File: config.mk
export PLATFORM = sky130hd
export DESIGN_NAME = mirfak_muldiv_iter
export DESIGN_NICKNAME = d
export VERILOG_FILES = /design/src/rtl/mirfak_muldiv_iter.sv
export SDC_FILE = /design/constraint.sdc
export NUM_CORES = 1
export LEC_CHECK = 0
export CORE_MARGIN = 2
export CORE_UTILIZATION = 45
export CTS_BUF_LIST = sky130_fd_sc_hd__clkbuf_4 sky130_fd_sc_hd__clkbuf_8 sky130_fd_sc_hd__clkbuf_16
export CTS_CLUSTER_SIZE = 28
export DETAILED_ROUTE_END_ITERATION = 6
export PLACE_DENSITY = 0.6
export SYNTH_ARGS = -nofsm -noshare
export SYNTH_HDL_FRONTEND = slang
export SYNTH_SLANG_ARGS = --single-unit
export TNS_END_PERCENT = 5
File: constraint.sdc
create_clock -name clk_i -period 15.3 [get_ports clk_i]
set_clock_uncertainty 0.2 [all_clocks]
set_input_delay 2.295 -clock clk_i [delete_from_list [all_inputs] [get_ports clk_i]]
set_output_delay 2.295 -clock clk_i [all_outputs]
set_load 0.05 [all_outputs]
File: src/rtl/mirfak_muldiv_iter.sv
// Iterative RV32M/RV64M multiply/divide engine for the Mirfak EX stage.
// Shift-add multiply and restoring divide share one accumulator; divide corner cases may bypass iteration.
module mirfak_muldiv_iter #(
    parameter int unsigned XLEN            = 32,
    parameter int unsigned BITS_PER_CYCLE  = 1,
    parameter bit          ENABLE_FAST_DIV = 1'b1
) (
    input  logic            clk_i,
    input  logic            rst_i,
    input  logic [XLEN-1:0] op_a_i,
    input  logic [XLEN-1:0] op_b_i,
    input  logic [2:0]      op_cmd_i,
    input  logic            op_enable_i,
    input  logic            op_consume_i,
    input  logic            op_abort_i,
    output logic [XLEN-1:0] result_o,
    output logic            ack_o,
    output logic            busy_o
);

    localparam int unsigned N  = XLEN / BITS_PER_CYCLE;
    localparam int unsigned CW = $clog2(N + 1);

    typedef enum logic [1:0] {S_IDLE, S_BUSY, S_DONE} state_t;

    state_t            r_state, w_state_nxt;
    logic [CW-1:0]     r_cnt;
    logic [2:0]        r_cmd;
    logic              r_neg_q, r_neg_r;
    logic [2*XLEN-1:0] r_acc;
    logic [XLEN-1:0]   r_x, r_y, r_result;
    logic              r_ack;

    logic              w_is_div, w_sgn_a, w_sgn_b, w_neg_a, w_neg_b;
    logic [XLEN-1:0]   w_mag_a, w_mag_b, w_fast_res, w_fin;
    logic              w_b_zero, w_ovf, w_fast, w_accept, w_ld_fast, w_ld_iter;
    logic [2*XLEN-1:0] w_acc_it, w_prod;
    logic [XLEN-1:0]   w_x_it, w_quo, w_rem;
    logic [XLEN:0]     w_trial, w_sum;

    // Operand decode at accept: signedness per funct3, magnitudes, fast-path detection
    assign w_is_div   = op_cmd_i[2];
    assign w_sgn_a    = w_is_div ? ~op_cmd_i[0] : (op_cmd_i[1:0] == 2'b01 || op_cmd_i[1:0] == 2'b10);
    assign w_sgn_b    = w_is_div ? ~op_cmd_i[0] : (op_cmd_i[1:0] == 2'b01);
    assign w_neg_a    = w_sgn_a & op_a_i[XLEN-1];
    assign w_neg_b    = w_sgn_b & op_b_i[XLEN-1];
    assign w_mag_a    = w_neg_a ? -op_a_i : op_a_i;
    assign w_mag_b    = w_neg_b ? -op_b_i : op_b_i;
    assign w_b_zero   = (op_b_i == '0);
    assign w_ovf      = ~op_cmd_i[0] & (op_a_i == {1'b1, {(XLEN-1){1'b0}}}) & (op_b_i == '1);
    assign w_fast     = ENABLE_FAST_DIV && w_is_div && (w_b_zero || w_ovf);
    assign w_fast_res = w_b_zero ? (op_cmd_i[1] ? op_a_i : '1) : (op_cmd_i[1] ? '0 : op_a_i);
    assign w_accept   = (r_state == S_IDLE) && op_enable_i && !op_abort_i;

    always_ff @(posedge clk_i or posedge rst_i) begin
        if (rst_i) r_state <= S_IDLE;
        else       r_state <= w_state_nxt;
    end

    always_comb begin
        w_state_nxt = r_state;
        case (r_state)
            S_IDLE:  if (w_accept) w_state_nxt = w_fast ? S_DONE : S_BUSY;
            S_BUSY:  if (r_cnt == CW'(1)) w_state_nxt = S_DONE;
            S_DONE:  if (op_consume_i) w_state_nxt = S_IDLE;
            default: w_state_nxt = S_IDLE;
        endcase
        if (op_abort_i) w_state_nxt = S_IDLE;
    end

    always_comb begin
        busy_o    = op_enable_i && !r_ack;
        w_ld_fast = w_accept && w_fast;
        w_ld_iter = (r_state == S_BUSY) && (r_cnt == CW'(1)) && !op_abort_i;
    end

    // One iteration: BITS_PER_CYCLE multiplier bits (LSB first) or quotient bits (MSB first)
    always_comb begin
        w_acc_it = r_acc;
        w_x_it   = r_x;
        w_trial  = '0;
        w_sum    = '0;
        for (int unsigned i = 0; i < BITS_PER_CYCLE; i++) begin
            if (r_cmd[2]) begin
                w_trial = {w_acc_it[XLEN-1:0], w_x_it[XLEN-1]};
                w_x_it  = {w_x_it[XLEN-2:0], 1'b0};
                if (w_trial >= {1'b0, r_y}) begin
                    w_trial   = w_trial - {1'b0, r_y};
                    w_x_it[0] = 1'b1;
                end
                w_acc_it[XLEN-1:0] = w_trial[XLEN-1:0];
            end else begin
                w_sum    = {1'b0, w_acc_it[2*XLEN-1:XLEN]} + (w_x_it[0] ? {1'b0, r_y} : '0);
                w_acc_it = {w_sum, w_acc_it[XLEN-1:1]};
                w_x_it   = {1'b0, w_x_it[XLEN-1:1]};
            end
        end
        w_prod = r_neg_q ? -w_acc_it : w_acc_it;
        w_quo  = r_neg_q ? -w_x_it : w_x_it;
        w_rem  = r_neg_r ? -w_acc_it[XLEN-1:0] : w_acc_it[XLEN-1:0];
        case (r_cmd)
            3'b000:         w_fin = w_prod[XLEN-1:0];
            3'b100, 3'b101: w_fin = w_quo;
            3'b110, 3'b111: w_fin = w_rem;
            default:        w_fin = w_prod[2*XLEN-1:XLEN];
        endcase
    end

    always_ff @(posedge clk_i or posedge rst_i) begin
        if (rst_i) begin
            r_cnt    <= '0;
            r_cmd    <= '0;
            r_neg_q  <= 1'b0;
            r_neg_r  <= 1'b0;
            r_acc    <= '0;
            r_x      <= '0;
            r_y      <= '0;
            r_result <= '0;
            r_ack    <= 1'b0;
        end else begin
            r_ack <= (w_state_nxt == S_DONE);
            if (w_accept) begin
                r_cmd   <= op_cmd_i;
                r_cnt   <= CW'(N);
                r_acc   <= '0;
                r_x     <= w_mag_a;
                r_y     <= w_mag_b;
                // A zero divisor keeps the all-ones quotient unsigned-looking for signed DIV
                r_neg_q <= (w_neg_a ^ w_neg_b) & ~w_b_zero;
                r_neg_r <= w_neg_a;
            end else if (r_state == S_BUSY) begin
                r_acc <= w_acc_it;
                r_x   <= w_x_it;
                r_cnt <= r_cnt - CW'(1);
            end
            if (w_ld_fast)      r_result <= w_fast_res;
            else if (w_ld_iter) r_result <= w_fin;
        end
    end

    assign result_o = r_result;
    assign ack_o    = r_ack;

endmodule

==> run_results.csv, run 1 <==
group,metric,value,unit
sta,worstMarginPinSlew,1482,ps
sta,post-route-period-util,48.43,%
clocking,clk_latency,480,ps
worst_setup_path,required,15450,ps
sta,hold_slack,290.8,ps
synthesis,synthFlopType,"dfrtp_1",
detailed_routing,dr.pass1.iters,6,
sta,report.final.hold_viol_count,0,
worst_setup_path,end_kind,"flop",
synthesis,yosysTopAreaCell,"dfrtp_1",
floorplan,dieArea,40730,um2
clocking,cts.path.max_buffers,2,
grt,antenna_found_initial,2,
grt,grt_pass1_wl,111300,um
synthesis,syn_area_per_cell,7.413,um2
placement,dp_hpwl,55870,um
placement,finalWeightedCongestion,1.001,
worst_setup_path,crit_path_top_delay_cell,"nor4_1",
grt,grt.busiest_layer,"met2",
worst_setup_path,r2r-start,"r_acc[5]$_DFFE_PP0P_",
clocking,cts_hold_buf,0,
worst_setup_path,cp_num_buf_inv,3,
floorplan,initial_core_util,45.56,%
min_path,holdPathStages,2,
synthesis,yosysMostFrequentCell,"nand2_1",
worst_setup_path,cp_top_family,"simple AND/OR/NAND/NOR gates",
grt,grt_max_degree,112,
floorplan,num_rows,72,
clocking,numCtsBuffers,17,
floorplan,fp.dieW,201.8,um
power_and_ir_drop,ir_worst_vdd,114.6,uV
worst_setup_path,cp_cell_sequence,"clkdlybuf4s50_1, or4_1, nor4_1, nand4_1, inv_1, nand4_1, a21o_1, buf_4, o21ai_0, a221oi_1, a211oi_1",
floorplan,fp.coreArea,38650,um2
worst_setup_path,r2r_end,"result_o[24]$_DFFE_PP0P_",
worst_setup_path,critPathArrivalTime,7560,ps
sta,final.setup.tns,0,ps
status,violations,"capacitance limit",
min_path,hold_end,"result_o[6]$_DFFE_PP0P_",
grt,grt_pass1_vias,17650,
grt,overflow,0,
power_and_ir_drop,leakagePower,7.920,nW
worst_setup_path,crit_path_max_incr_delay,1140,ps
clocking,cts_resized,0,
finish,layout.nets,2526,
worst_setup_path,reg2reg_slack,8930,ps
synthesis,syn_area,17610,um2
min_path,hold_start,"result_o[6]$_DFFE_PP0P_",
synthesis,synth-seq-area-share,24.73,%
worst_setup_path,ff2ff_path_depth,19,
synthesis,synth-seq-cells,174,
detailed_routing,via_count,18930,
clocking,clkTransAtPathRegs,70,ps
min_path,hp-class,"flop to flop",
floorplan,io_pins,106,
placement,place_inst,2879,
power_and_ir_drop,powerDensity,212.1,nW/um2
grt,grt.total_usage,35.73,%
grt,gr-usage-met1,48.95,%
flow_run,cap_viol_max_count,1,
detailed_routing,totalWireLength,73120,um
sta,setup_viol,0,
synthesis,synth-edff-count,0,
detailed_routing,drc,0,
finish,final_cells,2910,
synthesis,synth_cell_type_count,101,
clocking,cts_tree,"built",
grt,grt_use_met3,6.837,%
synthesis,yosys.area.top_type_share,24.73,%
sta,fmax,135.0,MHz
worst_setup_path,crit_fanout,25,
synthesis,synth_commonest_cells,"nand2_1, o21ai_0, nor2_1, a21oi_1, dfrtp_1",
finish,drive_gt1_share,5.560,%
status,status,"finished, violations left",
sta,maxSlewViolCount,0,
clocking,post_cts_buffers,0,
placement,numPortBuffers,105,
worst_setup_path,path_common_cell,"nand4_1",
worst_setup_path,start_kind,"input pin",
sta,finalCriticalPeriod,7409,ps
synthesis,synthesis.nets,2521,
floorplan,die_h,201.8,um
finish,antenna_cells,0,
worst_setup_path,worstSetupPathType,"input pin to flop",
detailed_routing,viasPerCell,6.504,
clocking,h-tree-depth,4,
grt,met2_usage,55.68,%
detailed_routing,wl_per_cell,25.13,um
clocking,cts_sinks,174,
synthesis,ys_warn_count,0,
clocking,cts-root-buf,"clkbuf_16",
detailed_routing,drt-initial-drc-count,2131,
sta,slew_headroom,0.2559,%
sta,rsz0062_at_grt,"false",
detailed_routing,final_antenna_net_count,0,
synthesis,synthTopCellsByArea,"dfrtp_1, o21ai_0, nand2_1",
synthesis,async_flop_share,100.0,%
synthesis,synthCells,2375,
finish,flow.area_growth_from_synthesis,11.43,%
## state kept, by name, indices dropped and copies added, names as in the netlist
register	cells
r_acc	64
r_x	32
r_y	32
result_o	32
r_cnt	6
r_cmd	3
r_state	2
ack_o	1
r_neg_q	1
r_neg_r	1
## area by class of cell
cell class | instances | area (um2)
Fill cell | 3832 | 19030
Multi-Input combinational cell | 1959 | 12310
Sequential cell | 174 | 4359
Timing Repair Buffer | 139 | 1306
Tap cell | 518 | 648.1
Clock buffer | 21 | 467.9
Inverter | 89 | 341.6
Clock inverter | 10 | 185.2
## worst register-to-register path: stages (launching register included)
cell       delay [ps]
dfrtp_1           470
ha_1              480
a21o_1            250
a31o_4            280
a221oi_4          340
a21o_1            170
buf_4             260
nand3_1           350
o21ai_0           250
ha_1              230
o21a_1            200
o2111ai_1         190
nor4_1            700
nand2_1           380
o31ai_1           360
xor2_1            290
o221ai_1          160
or3_1             420
a31oi_1           190
o21ai_0            90
## metal layers
metal / vias up / part of all wire, %
met2: 763 / 45
met1: 9235 / 44
li1: 8792 / -
met4: 4 / 3.9
met3: 134 / 7.5
met5: - / 0.037
## worst max path at each step
stage	startpoint	end	slack (ps)	cells past startpoint
finish	op_a_i[25]	result_o[25]$_DFFE_PP0P_	7890	11
global route	op_a_i[25]	result_o[13]$_DFFE_PP0P_	8120	13
CTS	op_a_i[25]	result_o[25]$_DFFE_PP0P_	8260	11
detailed placement	op_a_i[25]	result_o[25]$_DFFE_PP0P_	7800	11
global placement	op_a_i[25]	result_o[25]$_DFFE_PP0P_	7750	11
floorplan	rst_i	ack_o$_DFF_PP0_	8090	1
## report_power, final
group          total (mW)  switching [mW]  internal, mW
logic                2.78            1.84         0.941
registers           0.867           0.240         0.627
clock network       0.513           0.211         0.302
## per-stage QoR
step                      setup WS [ps]  power, mW  area, um2  util [%]
final                              7891      4.161      19620     50.76
after global placement             7748      3.562      18970     49.07
after CTS                          8263      4.107      19620     50.76
after global routing               8118      4.432      19620     50.76
after floorplan                    8088      2.704      17610         -
after detailed placement           7799      3.582      18970     49.07
## cells in the final DEF (no fill, tap or decap), drive strengths merged, types with 51 or more instances in the layout
cell	instances
nor3	78
nand3	109
dfrtp	174
and2	51
ha	72
a31oi	51
nor2	185
xor2	59
clkdlybuf4s50	105
a21oi	185
inv	90
nand2	272
xnor2	81
o21ai	248
## kinds of logic (layout without fill, tap and decap cells)
family                   after synthesis  count (layout)  synth area share, %
AND/OR/NAND/NOR                      884             884                24.30
AO/OA/AOI/OAI                        811             811                30.21
buffers and inverters                242             259                5.571
flip-flops                           174             174                24.73
XOR/XNOR                             140             140                6.964
adder cells (fa/ha/maj)               75              75                5.401
multiplexers                          49              49                2.821
No activity file was read; power rests on OpenSTA's default activity.
==> run 2, diff against run 1 <==
==> constraint.sdc (replaced) <==
create_clock -name clk_i -period 7.2 [get_ports clk_i]
set_clock_uncertainty 0.2 [all_clocks]
set_input_delay 1.08 -clock clk_i [delete_from_list [all_inputs] [get_ports clk_i]]
set_output_delay 1.08 -clock clk_i [all_outputs]
set_load 0.05 [all_outputs]
==> run 2 against run 1 <==
Compared with the run above:
- the run ends with DRC left
- setup slack lost 7200 ps
- clock power grew 81%
- register-to-register slack lost 8300 ps
- sequential power grew 110%
- cell count grew 0.69%
- largest cell class unchanged
- global-route usage grew 0.89 points
- critical path depth grew 6
- hold slack lost 11 ps
- non-clock buffer count grew 19
==> run_results.csv, run 2 (same netlist as run 1, synthesis figures left out) <==
group,metric,value,unit
worst_setup_path,end_kind,"flop",
finish,seqCellArea,4359,um2
grt,grt_pass1_wl,114000,um
grt,antenna_found_initial,0,
detailed_routing,dr.pass1.iters,7,
grt,overflow,0,
worst_setup_path,critPathArrivalTime,6700,ps
status,violations,"DRC",
grt,grt_pass1_vias,17950,
sta,finalCriticalPeriod,6526,ps
sta,hold_slack,279.4,ps
placement,finalWeightedCongestion,0.9915,
sta,rsz0062_at_grt,"false",
worst_setup_path,crit_fanout,17,
clocking,cts_resized,0,
sta,slew_headroom,16.66,%
placement,dp_hpwl,57270,um
worst_setup_path,cp_cell_sequence,"buf_4, and2_1, ha_1, a21o_1, a31o_2, o21ai_0, a32oi_1, mux2_2, a311oi_1, buf_4, and4_1, and4bb_2, nand3b_1, nor3_1, a21o_1, xnor2_1, o311a_1",
min_path,hp-class,"flop to flop",
sta,fmax,153.2,MHz
clocking,cts.path.max_buffers,2,
sta,worstMarginPinSlew,1245,ps
floorplan,io_pins,106,
power_and_ir_drop,ir_worst_vdd,239.5,uV
clocking,clkTransAtPathRegs,80,ps
floorplan,initial_core_util,45.56,%
detailed_routing,wl_per_cell,25.67,um
placement,numPortBuffers,105,
clocking,cts_tree,"built",
floorplan,dieArea,40730,um2
power_and_ir_drop,powerDensity,444.7,nW/um2
clocking,clk_latency,480,ps
finish,antenna_cells,0,
power_and_ir_drop,leakagePower,7.952,nW
clocking,h-tree-depth,4,
grt,grt.total_usage,36.62,%
sta,report.final.hold_viol_count,0,
clocking,cts_sinks,174,
flow_run,cap_viol_max_count,0,
placement,place_inst,2898,
clocking,numCtsBuffers,17,
finish,multi_input_area,12310,um2
floorplan,fp.coreArea,38650,um2
finish,drive_gt1_share,6.343,%
worst_setup_path,cp_top_family,"compound AO/OA/AOI/OAI gates",
floorplan,fp.dieW,201.8,um
finish,n_fill_cell,3862,
worst_setup_path,crit_path_top_delay_cell,"dfrtp_1",
finish,mostFrequentLayoutCell,"nand2_1",
placement,dpl_cell_area,19110,um2
sta,maxSlewViolCount,0,
finish,layout.nets,2545,
worst_setup_path,required,7370,ps
finish,final_cells,2930,
detailed_routing,drt-initial-drc-count,2340,
finish,layout_common_cells,"nand2_1, o21ai_0, nor2_1, a21oi_1, dfrtp_1",
floorplan,num_rows,72,
finish,postLayoutCoreUtil,50.85,%
grt,grt_max_degree,110,
sta,final.setup.tns,0,ps
sta,post-route-period-util,90.64,%
clocking,cts-root-buf,"clkbuf_16",
worst_setup_path,cp_num_buf_inv,2,
detailed_routing,viasPerCell,6.597,
clocking,cts_hold_buf,0,
detailed_routing,drc,1,
worst_setup_path,start_kind,"flop",
detailed_routing,final_antenna_net_count,0,
detailed_routing,totalWireLength,75200,um
sta,setup_viol,0,
status,status,"finished, violations left",
floorplan,die_h,201.8,um
finish,largest_reg_flops,64,
finish,fin_area,19650,um2
worst_setup_path,crit_path_max_incr_delay,910,ps
finish,top_register,"r_acc",
detailed_routing,via_count,19330,
clocking,post_cts_buffers,0,
worst_setup_path,worstSetupPathType,"flop to flop",
finish,flow.area_growth_from_synthesis,11.61,%
## run 2: area by class of cell
class,instances,share of cell area [%]
inverters,89,1.738
clock inverters,14,0.5603
well taps,518,3.298
clock buffers,18,2.203
multi-input cells,1959,62.65
flip-flops and latches,174,22.18
repair buffers,158,7.373
## run 2: worst reg2reg max path, cell delays in order (launching register included)
cell and delay, ps:
dfrtp_1 910, buf_4 310, and2_1 250, ha_1 330, a21o_1 220, a31o_2 280
o21ai_0 660, a32oi_1 290, mux2_2 340, a311oi_1 400, buf_4 240, and4_1 210
and4bb_2 290, nand3b_1 300, nor3_1 620, a21o_1 210, xnor2_1 60, o311a_1 310
## run 2: worst paths after layout
check / from / endpoint / slack [ps] / cells past startpoint
min: result_o[1]$_DFFE_PP0P_ / result_o[1]$_DFFE_PP0P_ / 280 / 2
max reg2reg: r_x[0]$_DFFE_PP0P_ / result_o[30]$_DFFE_PP0P_ / 670 / 17
max: r_x[0]$_DFFE_PP0P_ / result_o[30]$_DFFE_PP0P_ / 670 / 17
max in group asynchronous: rst_i / r_acc[20]$_DFFE_PP0P_ / 4230 / 3
min reg2reg: result_o[1]$_DFFE_PP0P_ / result_o[1]$_DFFE_PP0P_ / 280 / 2
min in group asynchronous: rst_i / r_acc[44]$_DFFE_PP0P_ / 900 / 2
## run 2: power by group
group	total (mW)	internal, mW	leakage (nW)	switching [mW]
combinational	5.97	2.03	5.48	3.93
clock	0.926	0.451	0.263	0.475
sequential	1.84	1.33	2.21	0.513
## run 2: per-layer routing
| layer | part of all wire (%) | GRT usage [%] | vias to the layer above |
|---|---|---|---|
| met4 | 4.5 | 14.94 | 0 |
| met5 | 0 | 0 | - |
| met2 | 44 | 55.50 | 946 |
| met3 | 8.3 | 6.337 | 161 |
| li1 | - | - | 8833 |
| met1 | 44 | 51.56 | 9388 |
## run 2: through the flow
step           setup slack [ps]  power (mW)
3_5_place_dp              884.7       7.632
2_1_floorplan              1203       5.745
5_1_grt                   434.1       9.296
4_1_cts                   869.1       8.578
6_report                  674.0       8.738
3_3_place_gp              841.2       7.619
